`config.mk`:
```
export PLATFORM = sky130hd
export DESIGN_NAME = spi_cmd_sequencer
export DESIGN_NICKNAME = d
export VERILOG_FILES = /design/src/rtl/spi_cmd_sequencer.sv
export SDC_FILE = /design/constraint.sdc
export NUM_CORES = 1
export LEC_CHECK = 0
export ABC_AREA = 1
export CORE_MARGIN = 1
export CORE_UTILIZATION = 40
export CTS_CLUSTER_DIAMETER = 30
export CTS_CLUSTER_SIZE = 8
export DETAILED_ROUTE_END_ITERATION = 10
export PLACE_DENSITY_LB_ADDON = 0.05
export SYNTH_ARGS = -nofsm -noshare
export SYNTH_HDL_FRONTEND = slang
export SYNTH_SLANG_ARGS = --single-unit
```
`constraint.sdc`:
```
create_clock -name clk -period 3.75 [get_ports clk]
set_input_delay 1.125 -clock clk [delete_from_list [all_inputs] [get_ports clk]]
set_output_delay 1.125 -clock clk [all_outputs]
set_load 0.02 [all_outputs]
```
`src/rtl/spi_cmd_sequencer.sv`:
```
// spi_cmd_sequencer: turns framed SPI byte streams into write/read/status accesses
// on the shared memory port, and preloads read data into the SPI transmit byte.
module spi_cmd_sequencer #(
   parameter int ADDR_W = 8,
   parameter int DATA_W = 8
) (
   input  logic              clk,
   input  logic              rst,
   input  logic              ss_active,
   input  logic              rx_valid,
   input  logic [DATA_W-1:0] rx_byte,
   output logic              tx_load,
   output logic [DATA_W-1:0] tx_byte,
   output logic              mem_req,
   output logic              mem_we,
   output logic [ADDR_W-1:0] mem_addr,
   output logic [DATA_W-1:0] mem_wdata,
   input  logic              mem_gnt,
   input  logic              mem_rvalid,
   input  logic [DATA_W-1:0] mem_rdata,
   output logic              busy,
   output logic              err
);
   localparam logic [2:0] IDLE    = 3'd0;
   localparam logic [2:0] OPC     = 3'd1;
   localparam logic [2:0] ADDR    = 3'd2;
   localparam logic [2:0] WDATA   = 3'd3;
   localparam logic [2:0] WREQ    = 3'd4;
   localparam logic [2:0] RREQ    = 3'd5;
   localparam logic [2:0] RWAIT   = 3'd6;
   localparam logic [2:0] DISCARD = 3'd7;

   logic [2:0]        state;
   logic              rd;
   logic              bad_op;
   logic              overrun;
   logic [ADDR_W-1:0] addr;
   logic [DATA_W-1:0] wdata;

   // request is decoded from state so reset removes it without waiting for a clock
   assign mem_req   = state == WREQ || state == RREQ;
   assign mem_we    = state == WREQ;
   assign mem_addr  = addr;
   assign mem_wdata = wdata;
   assign busy      = state != IDLE;
   assign err       = bad_op | overrun;

   always_ff @(posedge clk or posedge rst) begin
      if (rst) begin
         state   <= IDLE;
         rd      <= 1'b0;
         bad_op  <= 1'b0;
         overrun <= 1'b0;
         addr    <= '0;
         wdata   <= '0;
         tx_byte <= '0;
         tx_load <= 1'b0;
      end else begin
         tx_load <= 1'b0;
         if (state != IDLE && !ss_active)
            state <= IDLE;
         else
            case (state)
               IDLE: if (ss_active) state <= OPC;
               OPC: if (rx_valid) begin
                  if (rx_byte == 8'h01 || rx_byte == 8'h02) begin
                     rd    <= rx_byte[1];
                     state <= ADDR;
                  end else if (rx_byte == 8'h03) begin
                     tx_byte <= {{(DATA_W-2){1'b0}}, overrun, bad_op};
                     tx_load <= 1'b1;
                     bad_op  <= 1'b0;
                     overrun <= 1'b0;
                     state   <= DISCARD;
                  end else begin
                     bad_op <= bad_op | (rx_byte != 8'h00);
                     state  <= DISCARD;
                  end
               end
               ADDR: if (rx_valid) begin
                  addr  <= rx_byte[ADDR_W-1:0];
                  state <= rd ? RREQ : WDATA;
               end
               // in the read path this waits for the dummy byte that shifts out the preloaded data
               WDATA: if (rx_valid) begin
                  wdata <= rd ? wdata : rx_byte;
                  state <= rd ? RREQ : WREQ;
               end
               WREQ: begin
                  overrun <= overrun | rx_valid;
                  if (mem_gnt) begin
                     addr  <= addr + 1'b1;
                     state <= WDATA;
                  end
               end
               RREQ: begin
                  overrun <= overrun | rx_valid;
                  if (mem_gnt) state <= RWAIT;
               end
               RWAIT: begin
                  overrun <= overrun | rx_valid;
                  if (mem_rvalid) begin
                     tx_byte <= mem_rdata;
                     tx_load <= 1'b1;
                     addr    <= addr + 1'b1;
                     state   <= WDATA;
                  end
               end
               default: ;
            endcase
      end
   end
endmodule

```
Word level (Yosys, flattened, before mapping):

Index checks and enable logic that the tools add are counted.

* register bits after elaboration: 31
* latch bits: 0
* memory bits (writable): 0
* ROM bits: 0
* input bits: 22
* output and inout bits: 29
* memories kept: 0

* add/sub/neg operators: 1
* multipliers: 0
* div/mod/pow operators: 0
* $lt $le $gt $ge: 0
* equality and inequality tests: 22
* shifts and indexed selects: 0
* multiplexer cells: 32
* bitwise operators: 6
* reductions and logical operators: 19

Operators with widths (number)
* 2-to-1 mux 8 bit: 7
* 2-to-1 mux 3 bit: 10
* case mux 8 bit (3 select lines): 1
* case mux 3 bit (7 select lines): 1
* equality test 8 x 2 -> 1 bit (second input constant): 2
* case mux 8 bit (2 select lines): 1
* nonzero test 8 bit: 2
* != test 3 bit (second input constant): 5
* AND reduction 4 bit: 3
* 2-to-1 mux 1 bit: 10
* != test 2 bit (second input constant): 5
* AND reduction 5 bit: 2
* equality test 3 bit (second input constant): 3
* adder 8 x 1 -> 8 bit (second input constant): 1
* equality test 8 x 1 -> 1 bit (second input constant): 1
* AND reduction 8 bit: 1
* equality test 3 x 2 -> 1 bit (second input constant): 2
* AND reduction 6 bit: 1
* nonzero test 3 bit: 2
* case mux 1 bit (2 select lines): 2
* nonzero test 2 bit: 2
* equality test 3 x 1 -> 1 bit (second input constant): 1
* zero test 3 bit: 1
* != test 3 x 1 -> 1 bit (second input constant): 1
* other kinds (8): 13

Longest topological paths before layout:

Gate-level depths: netlist of run 1.

* word-level depth: 6
* gate-level depth with buffers: 10
* gate-level depth less buffers: 9

Worst setup path after synthesis of run 1:

OpenSTA, ideal clock, no wires.

* path kind: flip-flop to output port
* from: register state[0]
* to: output mem_req
* data arrival time: 1039 ps
* required time: 2625 ps
* slack: 1586 ps
* stages on the path, launching flop included: 5
* path buffers: 1
* cell sequence: dfrtp_1 buf_6 nor2_4 inv_2 o22ai_1

* longest elaborated chain between the ends: 2

RTL lines
* from (decl): line 33 `logic [2:0] state;`
* from (signal assigned): line 82 `state <= rd ? RREQ : WDATA;`
* from (signal assigned): line 87 `state <= rd ? RREQ : WREQ;`
* equality test 3 bit: line 41 `assign mem_req = state == WREQ || state == RREQ;`
* logical OR 1 bit *: line 41
* to (decl): line 14 `output logic mem_req,`

Every way passes the cells marked *; elsewhere a longest branch is shown, timed or not.

Worst setup path after layout of run 1:

Same ends and word-level chain as after synthesis.

==> results of run 1 <==
==> sequential cells by signal, summed over array words and instances (netlist names) <==
name and flops:
tx_byte 8, rd 1, bad_op 1, state 3
overrun 1, mem_wdata 8, tx_load 1, mem_addr 8
==> placed cells by master, fill, tap and decap left out <==
cell              n
a21boi_0          1
a21oi_1           4
a21oi_4           1
a31oi_1           2
buf_4             2
bufinv_16         1
clkbuf_8          6
clkdlybuf4s50_1  50
clkinv_2          1
dfrtp_1          31
ha_1              1
inv_1            31
inv_2             3
nand2_1          79
nand2_2           2
nand2_4           4
nand2_8           1
nand3_1          32
nand3_2           3
nand3b_1          2
nand4_1           2
nand4_4           1
nor2_1           15
nor2_4            4
nor2_8            1
nor3_2            1
nor3_4            1
o21ai_0          10
o21ai_1          12
o21ai_2           1
o22ai_1           1
or2_2             1
xnor2_1           1
xor2_1            1
==> cells in the mapped netlist (all sizes together) (2+ instances only) <==
cell / n / area [um2]
nor3: 2 / 26.3
dfrtp: 31 / 776
o21ai: 23 / 119
a31oi: 2 / 12.5
nand4: 3 / 33.8
nor2: 20 / 121
nand2: 86 / 374
a21oi: 5 / 36.3
inv: 34 / 128
buf: 6 / 47.5
nand3b: 2 / 15.0
nand3: 35 / 190
==> per-layer routing <==
layer / global-route usage, % / share of wire (%) / wire length, um
met3: 4.64 / 4.9 / 216
met1: 25.0 / 47 / 2060
met2: 31.2 / 47 / 2070
met5: 0 / 0 / 0
met4: 5.23 / 0.80 / 35
==> worst reg2reg max path, cell delays in order (launching register included) <==
cell and delay, ps:
dfrtp_1 570, inv_1 220, nor2_4 200, o21ai_2 110, nand2_1 90, nand3_2 180
nand2_1 100, o21ai_1 60
==> area by class of cell <==
| cell class | count | area share, % |
|---|---|---|
| Clock inverter | 2 | 1.36 |
| Timing Repair Buffer | 52 | 20.0 |
| Inverter | 34 | 4.95 |
| Sequential cell | 31 | 30.1 |
| Clock buffer | 6 | 3.20 |
| Multi-Input combinational cell | 184 | 37.9 |
| Tap cell | 52 | 2.52 |
==> per-stage QoR <==
stage / util [%] / worst slack [ps] / std cells / area (um2) / total power [mW]
6_report: 57.3 / 566 / 361 / 2580 / 1.94
5_1_grt: 57.3 / 390 / 361 / 2580 / 2.09
4_1_cts: 57.3 / 550 / 361 / 2580 / 1.96
3_5_place_dp: 54.7 / 864 / 353 / 2460 / 1.61
3_3_place_gp: 54.7 / 904 / 353 / 2460 / 1.59
2_1_floorplan: - / 1590 / 255 / 1930 / 1.26
==> power groups by stage <==
| stage | logic [mW] | registers [mW] | clock network (mW) |
|---|---|---|---|
| floorplan | 0.574 | 0.683 | 0 |
| global placement | 1.00 | 0.594 | 0 |
| detailed placement | 1.01 | 0.597 | 0 |
| CTS | 1.01 | 0.591 | 0.357 |
| global route | 1.11 | 0.613 | 0.371 |
| finish | 1.00 | 0.589 | 0.348 |
==> how the worst max path moves through the flow <==
stage,from,end,slack [ps],cells past startpoint
floorplan,state[0]$_DFFE_PP0P_,mem_req,1590,4
global placement,state[0]$_DFFE_PP0P_,mem_req,900,4
detailed placement,state[0]$_DFFE_PP0P_,mem_req,860,4
finish,state[0]$_DFFE_PP0P_,mem_req,570,4
global route,state[0]$_DFFE_PP0P_,mem_req,390,4
CTS,state[0]$_DFFE_PP0P_,mem_req,550,4
==> cell families (layout without fill, tap and decap cells) <==
group	count (synthesis)	after routing	synth area share [%]
xor+xnor	2	2	0.908
simple gates	149	149	39.8
flops	31	31	40.2
fa+ha+maj	1	1	0.648
buf+inv	40	94	9.08
compound gates	32	32	9.40
==> reports/qor.yml, run 1 <==
slowest_delay_ps: 630
cts_sinks: 31
irDropWorstVdd_uv: 432
fin_skew_ps: 6.66
routed_wl_um: 4380
p_int_mw: 1.10
cts_tree: "done"
arrival_ps: 2060
crit_path_top_delay_cell: "clkdlybuf4s50_1"
r2r_cells: 7
net-switching-power_mw: 0.836
worstSkewPairLatency_ps: 280
first_iter_violations: 83
clkTransAtPathRegs_ps: 70
yosysSeqAreaShare_pct: 40.2
yosysWarnings: 0
num_antenna_cells: 0
drive_above_1_share_pct: 11.0
postRouteAntennaNets: 0
core-area_mm2: 0.00450
min_path_type: "flop to flop"
syn_avg_cell_area_um2: 7.57
fin_crit_ps: 3180
die_h_um: 71.5
power_leakage_nw: 1.28
num_vias: 1725
nNetsFinal: 331
cts_root_buffer: "clkbuf_8"
critPathBufInv: 2
seqCellArea_um2: 776
postCtsHoldBufs: 0
grt_pass1_wl_um: 7450
vias_per_cell: 4.78
worstHoldPathCells: 2
grt_antenna_before_repair: 0
gp_congestion: 0.852
pwr-share-comb_pct: 51.7
synth_nets: 278
post_cts_buffers: 0
switching_share_pct: 43.1
synth_edf_count: 0
path_cells: "nor2_4 -> inv_2 -> o22ai_1 -> clkdlybuf4s50_1"
h-tree-depth: 2
die_x_um: 71.5
slew_violations: 0
grt_pass1_vias: 1575
grt_max_degree: 32
min_from: "mem_wdata[7]$_DFFE_PP0P_"
initial_utilization_pct: 42.8
power_density_mw_per_mm2: 752
power_frac_seq_pct: 30.4
rsz0062_at_grt: "false"
gr-total-overflow: 0
crit_path_end_kind: "output port"
hold_end: "mem_wdata[7]$_DFFE_PP0P_"
rrSetupSlack_ps: 2100
synthToLayoutAreaGrowth_pct: 33.7
ys_seq_elements: 31
async_reset_ff_share_pct: 100
io_pins: 51
fmax_mhz: 314
pwr-share-clk_pct: 17.9
postSynthCellCount: 255
cts_buffer_depth: 2
worstPathMaxFanout: 12
status: "finished clean"
cap_violations: 0
synth_cell_type_count: 32
cts_inserted_buffers: 5
crit_type: "flop to output port"
finalCritPeriodShare_pct: 84.9
cp_data_required_time_ps: 2620
ys.flop_type: "dfrtp_1"
post_cts_resize_count: 0
drc: 0
dieArea_mm2: 0.00511
dp_hpwl_um: 3300
fp-row-count: 24
start_kind: "flop"
holdWs_ps: 490
crit_family: "buffers and inverters"
multi_input_area_um2: 978
relSlewSlack_pct: 66.6
wl_per_cell_um: 12.1
setup-violations-final: 0
reg2reg_to: "mem_addr[2]$_DFFE_PP0P_"
netlist_area_mm2: 0.00193
tns_ps: 0
io_buffers: 50
firstDrtPassIters: 4
worstMarginPinSlew_ps: 502
hold_viol_final: 0
grtUsageTotal_pct: 18.9
fillCellCount: 437
r2r-start: "state[1]$_DFFE_PP0P_"
Note: power is estimated with default switching activity, not from simulation.
==> run 2: changes to the inputs <==
==> constraint.sdc (replaced) <==
create_clock -name clk -period 2.9 [get_ports clk]
set_input_delay 0.87 -clock clk [delete_from_list [all_inputs] [get_ports clk]]
set_output_delay 0.87 -clock clk [all_outputs]
set_load 0.02 [all_outputs]
==> reports/qor.yml, run 2 (synthesis gave the netlist of run 1 again) <==
min_path_type: "flop to flop"  # unchanged
post_cts_buffers: 0  # unchanged
drc: 0  # unchanged
r2r-start: "state[1]$_DFFE_PP0P_"  # unchanged
synthToLayoutAreaGrowth_pct: 34.1  # was 33.7%
post_cts_resize_count: 0  # unchanged
cts_tree: "done"  # unchanged
irDropWorstVdd_uv: 656  # was 432 uV
cap_violations: 0  # unchanged
fin_area_mm2: 0.00259  # was 0.00258 mm2
postCtsHoldBufs: 0  # unchanged
initial_utilization_pct: 42.8  # unchanged
dpl-instance-area_mm2: 0.00247  # was 0.00246 mm2
cts_sinks: 31  # unchanged
h-tree-depth: 2  # unchanged
r2r_cells: 7  # unchanged
cts_inserted_buffers: 5  # unchanged
min_from: "mem_wdata[2]$_DFFE_PP0P_"  # was mem_wdata[7]$_DFFE_PP0P_
setup-violations-final: 0  # unchanged
power_density_mw_per_mm2: 974  # was 752 mW/mm2
num_antenna_cells: 0  # unchanged
cts_root_buffer: "clkbuf_8"  # unchanged
rrSetupSlack_ps: 1220  # was 2100 ps
worstPathMaxFanout: 11  # was 12
grt_pass1_wl_um: 7330  # was 7450 um
reg2reg_to: "mem_addr[6]$_DFFE_PP0P_"  # was mem_addr[2]$_DFFE_PP0P_
vias_per_cell: 4.95  # was 4.78
gp_congestion: 0.832  # was 0.852
postRouteAntennaNets: 0  # unchanged
power_leakage_nw: 1.28  # about the same
crit_path_end_kind: "output port"  # unchanged
io_pins: 51  # unchanged
final_cell_mix: "nand2_1 (79), clkdlybuf4s50_1 (50), nand3_1 (32)"  # unchanged
tns_ps: 0  # unchanged
clkTransAtPathRegs_ps: 70  # about the same
worstSkewPairLatency_ps: 290  # was 280 ps
first_iter_violations: 102  # was 83
start_kind: "flop"  # unchanged
rsz0062_at_grt: "false"  # unchanged
arrival_ps: 1970  # was 2060 ps
die_x_um: 71.5  # unchanged
cts_buffer_depth: 2  # unchanged
routed_wl_um: 4310  # was 4380 um
crit_type: "flop to output port"  # unchanged
finalCritPeriodShare_pct: 98.1
fin_crit_ps: 2840
fp-row-count: 24  # unchanged
core-area_mm2: 0.00450  # unchanged
relSlewSlack_pct: 66.1  # was 66.6%
fin_skew_ps: 6.05  # was 6.66 ps
hold_end: "mem_wdata[2]$_DFFE_PP0P_"  # was mem_wdata[7]$_DFFE_PP0P_
worstHoldPathCells: 2  # unchanged
num_vias: 1793  # was 1725
status: "finished clean"  # unchanged
gr-total-overflow: 0  # unchanged
die_h_um: 71.5  # unchanged
io_buffers: 50  # unchanged
final_util_pct: 57.4  # was 57.3%
cp_data_required_time_ps: 2030  # was 2620 ps
wl_per_cell_um: 11.9  # was 12.1 um
grt_pass1_vias: 1614  # was 1575
slew_violations: 0  # unchanged
firstDrtPassIters: 4  # unchanged
dp_hpwl_um: 3240  # was 3300 um
drive_above_1_share_pct: 11.3  # was 11.0%
hold_viol_final: 0  # unchanged
dieArea_mm2: 0.00511  # unchanged
worstMarginPinSlew_ps: 508  # was 502 ps
mostFrequentLayoutCell: "nand2_1"  # unchanged
grtUsageTotal_pct: 18.6  # was 18.9%
fmax_mhz: 351
grt_max_degree: 32  # unchanged
nNetsFinal: 332  # was 331
grt_antenna_before_repair: 0  # unchanged
## run 2: area by class of cell
type,instances,area [um2]
Clock buffer,6,82.6
Clock inverter,2,35.0
Fill cell,440,1920
Inverter,34,128
Multi-Input combinational cell,184,978
Sequential cell,31,776
Tap cell,52,65.1
Timing Repair Buffer,53,523
## run 2: metal layers
layer / wire length, um / global-route usage [%]
met1: 2020 / 24.4
met2: 1990 / 30.3
met3: 238 / 3.80
met4: 63 / 7.19
met5: 0 / 0
## run 2: worst max-delay path, stage by stage, from the launching register on
cell and delay, ps:
dfrtp_1 520, inv_1 250, nand2_4 110, o22ai_1 180
clkdlybuf4s50_1 630
## run 2: metrics by stage
step / setup WS, ps / hold slack (ps) / cells / total power [mW]
after global routing: 12.9 / 509 / 362 / 2.70
after detailed placement: 394 / 478 / 354 / 2.08
after CTS: 72.7 / 496 / 362 / 2.54
after global placement: 423 / 474 / 354 / 2.07
final: 55.0 / 490 / 362 / 2.52
after floorplan: 991 / 470 / 255 / 1.62
## run 2: power breakdown
part           switching (mW)  internal [mW]
Clock                   0.175          0.278
Sequential              0.167          0.596
Combinational           0.747          0.559
## run 2: how the worst max path moves through the flow
| stage | start | to | slack (ps) |
|---|---|---|---|
| final | state[1]$_DFFE_PP0P_ | mem_req | 60 |
| after global routing | state[1]$_DFFE_PP0P_ | mem_req | 10 |
| after CTS | state[1]$_DFFE_PP0P_ | mem_req | 70 |
| after detailed placement | state[1]$_DFFE_PP0P_ | mem_req | 390 |
| after global placement | state[1]$_DFFE_PP0P_ | mem_req | 420 |
| after floorplan | state[0]$_DFFE_PP0P_ | mem_req | 990 |
==> run 3: changes to the inputs <==
--- a/config.mk
+++ b/config.mk
@@ -6,7 +6,7 @@
 export NUM_CORES = 1
 export LEC_CHECK = 0
 export ABC_AREA = 1
-export CORE_MARGIN = 1
+export CORE_MARGIN = 3
 export CORE_UTILIZATION = 40
 export CTS_CLUSTER_DIAMETER = 30
 export CTS_CLUSTER_SIZE = 8
==> reports/qor.yml, run 3 (synthesis gave the netlist of run 1 again) <==
holdWs_ps: 491  # was 490 ps
final_util_pct: 57.4  # unchanged
initial_utilization_pct: 42.8  # unchanged
r2r_cells: 7  # unchanged
grt_pass1_vias: 1680  # was 1614
gr-total-overflow: 0  # unchanged
rrSetupSlack_ps: 1330  # was 1220 ps
setup-violations-final: 0  # unchanged
drive_above_1_share_pct: 11.6  # was 11.3%
irDropWorstVdd_uv: 569  # was 656 uV
firstDrtPassIters: 4  # unchanged
worstMarginPinSlew_ps: 490  # was 508 ps
dp_cells: 354  # unchanged
rsz0062_at_grt: "false"  # unchanged
clkTransAtPathRegs_ps: 70  # about the same
multi_input_area_um2: 978  # unchanged
cp_data_required_time_ps: 2030  # about the same
die_x_um: 75.5  # was 71.5 um
dp_slack_ps: 404  # was 394 ps
finalCritPeriodShare_pct: 94.3  # was 98.1%
synthToLayoutAreaGrowth_pct: 34.1  # unchanged
fillCellCount: 432  # was 440
dieArea_mm2: 0.00569  # was 0.00511 mm2
dp_hpwl_um: 3330  # was 3240 um
worstHoldPathCells: 2  # unchanged
crit_type: "flop to output port"  # unchanged
wl_per_cell_um: 12.3  # was 11.9 um
fp-row-count: 24  # unchanged
tns_ps: 0  # unchanged
slew_violations: 0  # unchanged
start_kind: "flop"  # unchanged
min_path_type: "flop to flop"  # unchanged
use_met3_pct: 3.30  # was 3.80%
grtUsageTotal_pct: 17.3  # was 18.6%
crit_path_top_delay_cell: "dfrtp_1"  # was clkdlybuf4s50_1
slowest_delay_ps: 650  # was 630 ps
totalPowerFinal_mw: 2.52  # about the same
crit_family: "flip-flops"  # was buffers and inverters
cts_inserted_buffers: 5  # unchanged
mostFrequentLayoutCell: "nand2_1"  # unchanged
core-area_mm2: 0.00450  # unchanged
crit_path_end_kind: "output port"  # unchanged
num_vias: 1757  # was 1793
cap_violations: 0  # unchanged
power_density_mw_per_mm2: 975  # was 974 mW/mm2
arrival_ps: 1870  # was 1970 ps
post_cts_buffers: 0  # unchanged
cts_sinks: 31  # unchanged
worstSkewPairLatency_ps: 280  # was 290 ps
fin_crit_ps: 2740  # was 2840 ps
fmax_mhz: 365  # was 351 MHz
cts_buffer_depth: 2  # unchanged
io_pins: 51  # unchanged
grt-busiest-layer: "met2"  # unchanged
first_iter_violations: 69  # was 102
postRouteAntennaNets: 0  # unchanged
gp_congestion: 0.823  # was 0.832
die_h_um: 75.5  # was 71.5 um
setup_slack_ps: 164  # was 55.0 ps
fin_skew_ps: 5.47  # was 6.05 ps
fin_area_mm2: 0.00259  # unchanged
final_cell_mix: "nand2_1 (79), clkdlybuf4s50_1 (50), nand3_1 (32)"  # unchanged
grt_pass1_wl_um: 7600  # was 7330 um
grt_antenna_before_repair: 0  # unchanged
nNetsFinal: 332  # unchanged
critPathBufInv: 1  # was 2
use_met1_pct: 22.6  # was 24.4%
relSlewSlack_pct: 67.3  # was 66.1%
grt_max_degree: 32  # unchanged
worstPathMaxFanout: 10  # was 11
num_antenna_cells: 0  # unchanged
path_cells: "nand2_4 -> o22ai_1 -> clkdlybuf4s50_1"  # was inv_1 -> nand2_4 -> o22ai_1 -> clkdlybuf4s50_1
drc: 0  # unchanged
routed_wl_um: 4460  # was 4310 um
stdcell_count: 362  # unchanged
cts_tree: "done"  # unchanged
seqCellArea_um2: 776  # unchanged
dpl-instance-area_mm2: 0.00247  # unchanged
status: "finished clean"  # unchanged
io_buffers: 50  # unchanged
power_leakage_nw: 1.28  # about the same
hold_viol_final: 0  # unchanged
cp.depth: 3  # was 4
vias_per_cell: 4.85  # was 4.95
use_met2_pct: 28.7  # was 30.3%
postCtsHoldBufs: 0  # unchanged
h-tree-depth: 2  # unchanged
cts_root_buffer: "clkbuf_8"  # unchanged
run 3: cell count changes in the layout (fill, tap and decap cells not counted):
cell / previous run / this run
inv_1: 31 / 30
inv_2: 3 / 4
run 3: power breakdown:
group          leakage [nW]  switching (mW)  internal [mW]  total [mW]
registers             0.401           0.166          0.596       0.762
logic                 0.820           0.751          0.559        1.31
clock network        0.0612           0.172          0.278       0.450
run 3: final timing paths:
check	startpoint	end
max	state[0]$_DFFE_PP0P_	mem_req
min	mem_wdata[2]$_DFFE_PP0P_	mem_wdata[2]$_DFFE_PP0P_
max reg2reg	state[1]$_DFFE_PP0P_	mem_addr[2]$_DFFE_PP0P_
min reg2reg	mem_wdata[2]$_DFFE_PP0P_	mem_wdata[2]$_DFFE_PP0P_
max in group asynchronous	rst	rd$_DFFE_PP0P_
min in group asynchronous	rst	mem_wdata[5]$_DFFE_PP0P_
run 3: tightest hold or removal path: stages, from the launching register on:
cell and delay, ps:
dfrtp_1 350, nand2_1 50, o21ai_1 60
run 3: metal layers:
| metal | part of all wire (%) | vias to the layer above | routed length, um |
|---|---|---|---|
| li1 | - | 921 | - |
| met1 | 46 | 790 | 2070 |
| met2 | 48 | 40 | 2150 |
| met3 | 4.2 | 6 | 187 |
| met4 | 1.3 | 0 | 56 |
| met5 | 0 | - | 0 |
run 3: final cells by class:
| type | count | share of cell area, % |
|---|---|---|
| inverter | 34 | 4.93 |
| clock buffer | 6 | 3.19 |
| tap | 52 | 2.51 |
| multi-input combinational | 184 | 37.8 |
| timing repair buffer | 53 | 20.2 |
| clock inverter | 2 | 1.35 |
| sequential | 31 | 30.0 |
run 3: what timing repair did:
action | 4_1_cts | 5_1_grt
endpoints found under the hold margin | 0 | 0
gates resized for setup | 0 | 1
setup endpoints to repair | 0 | 1
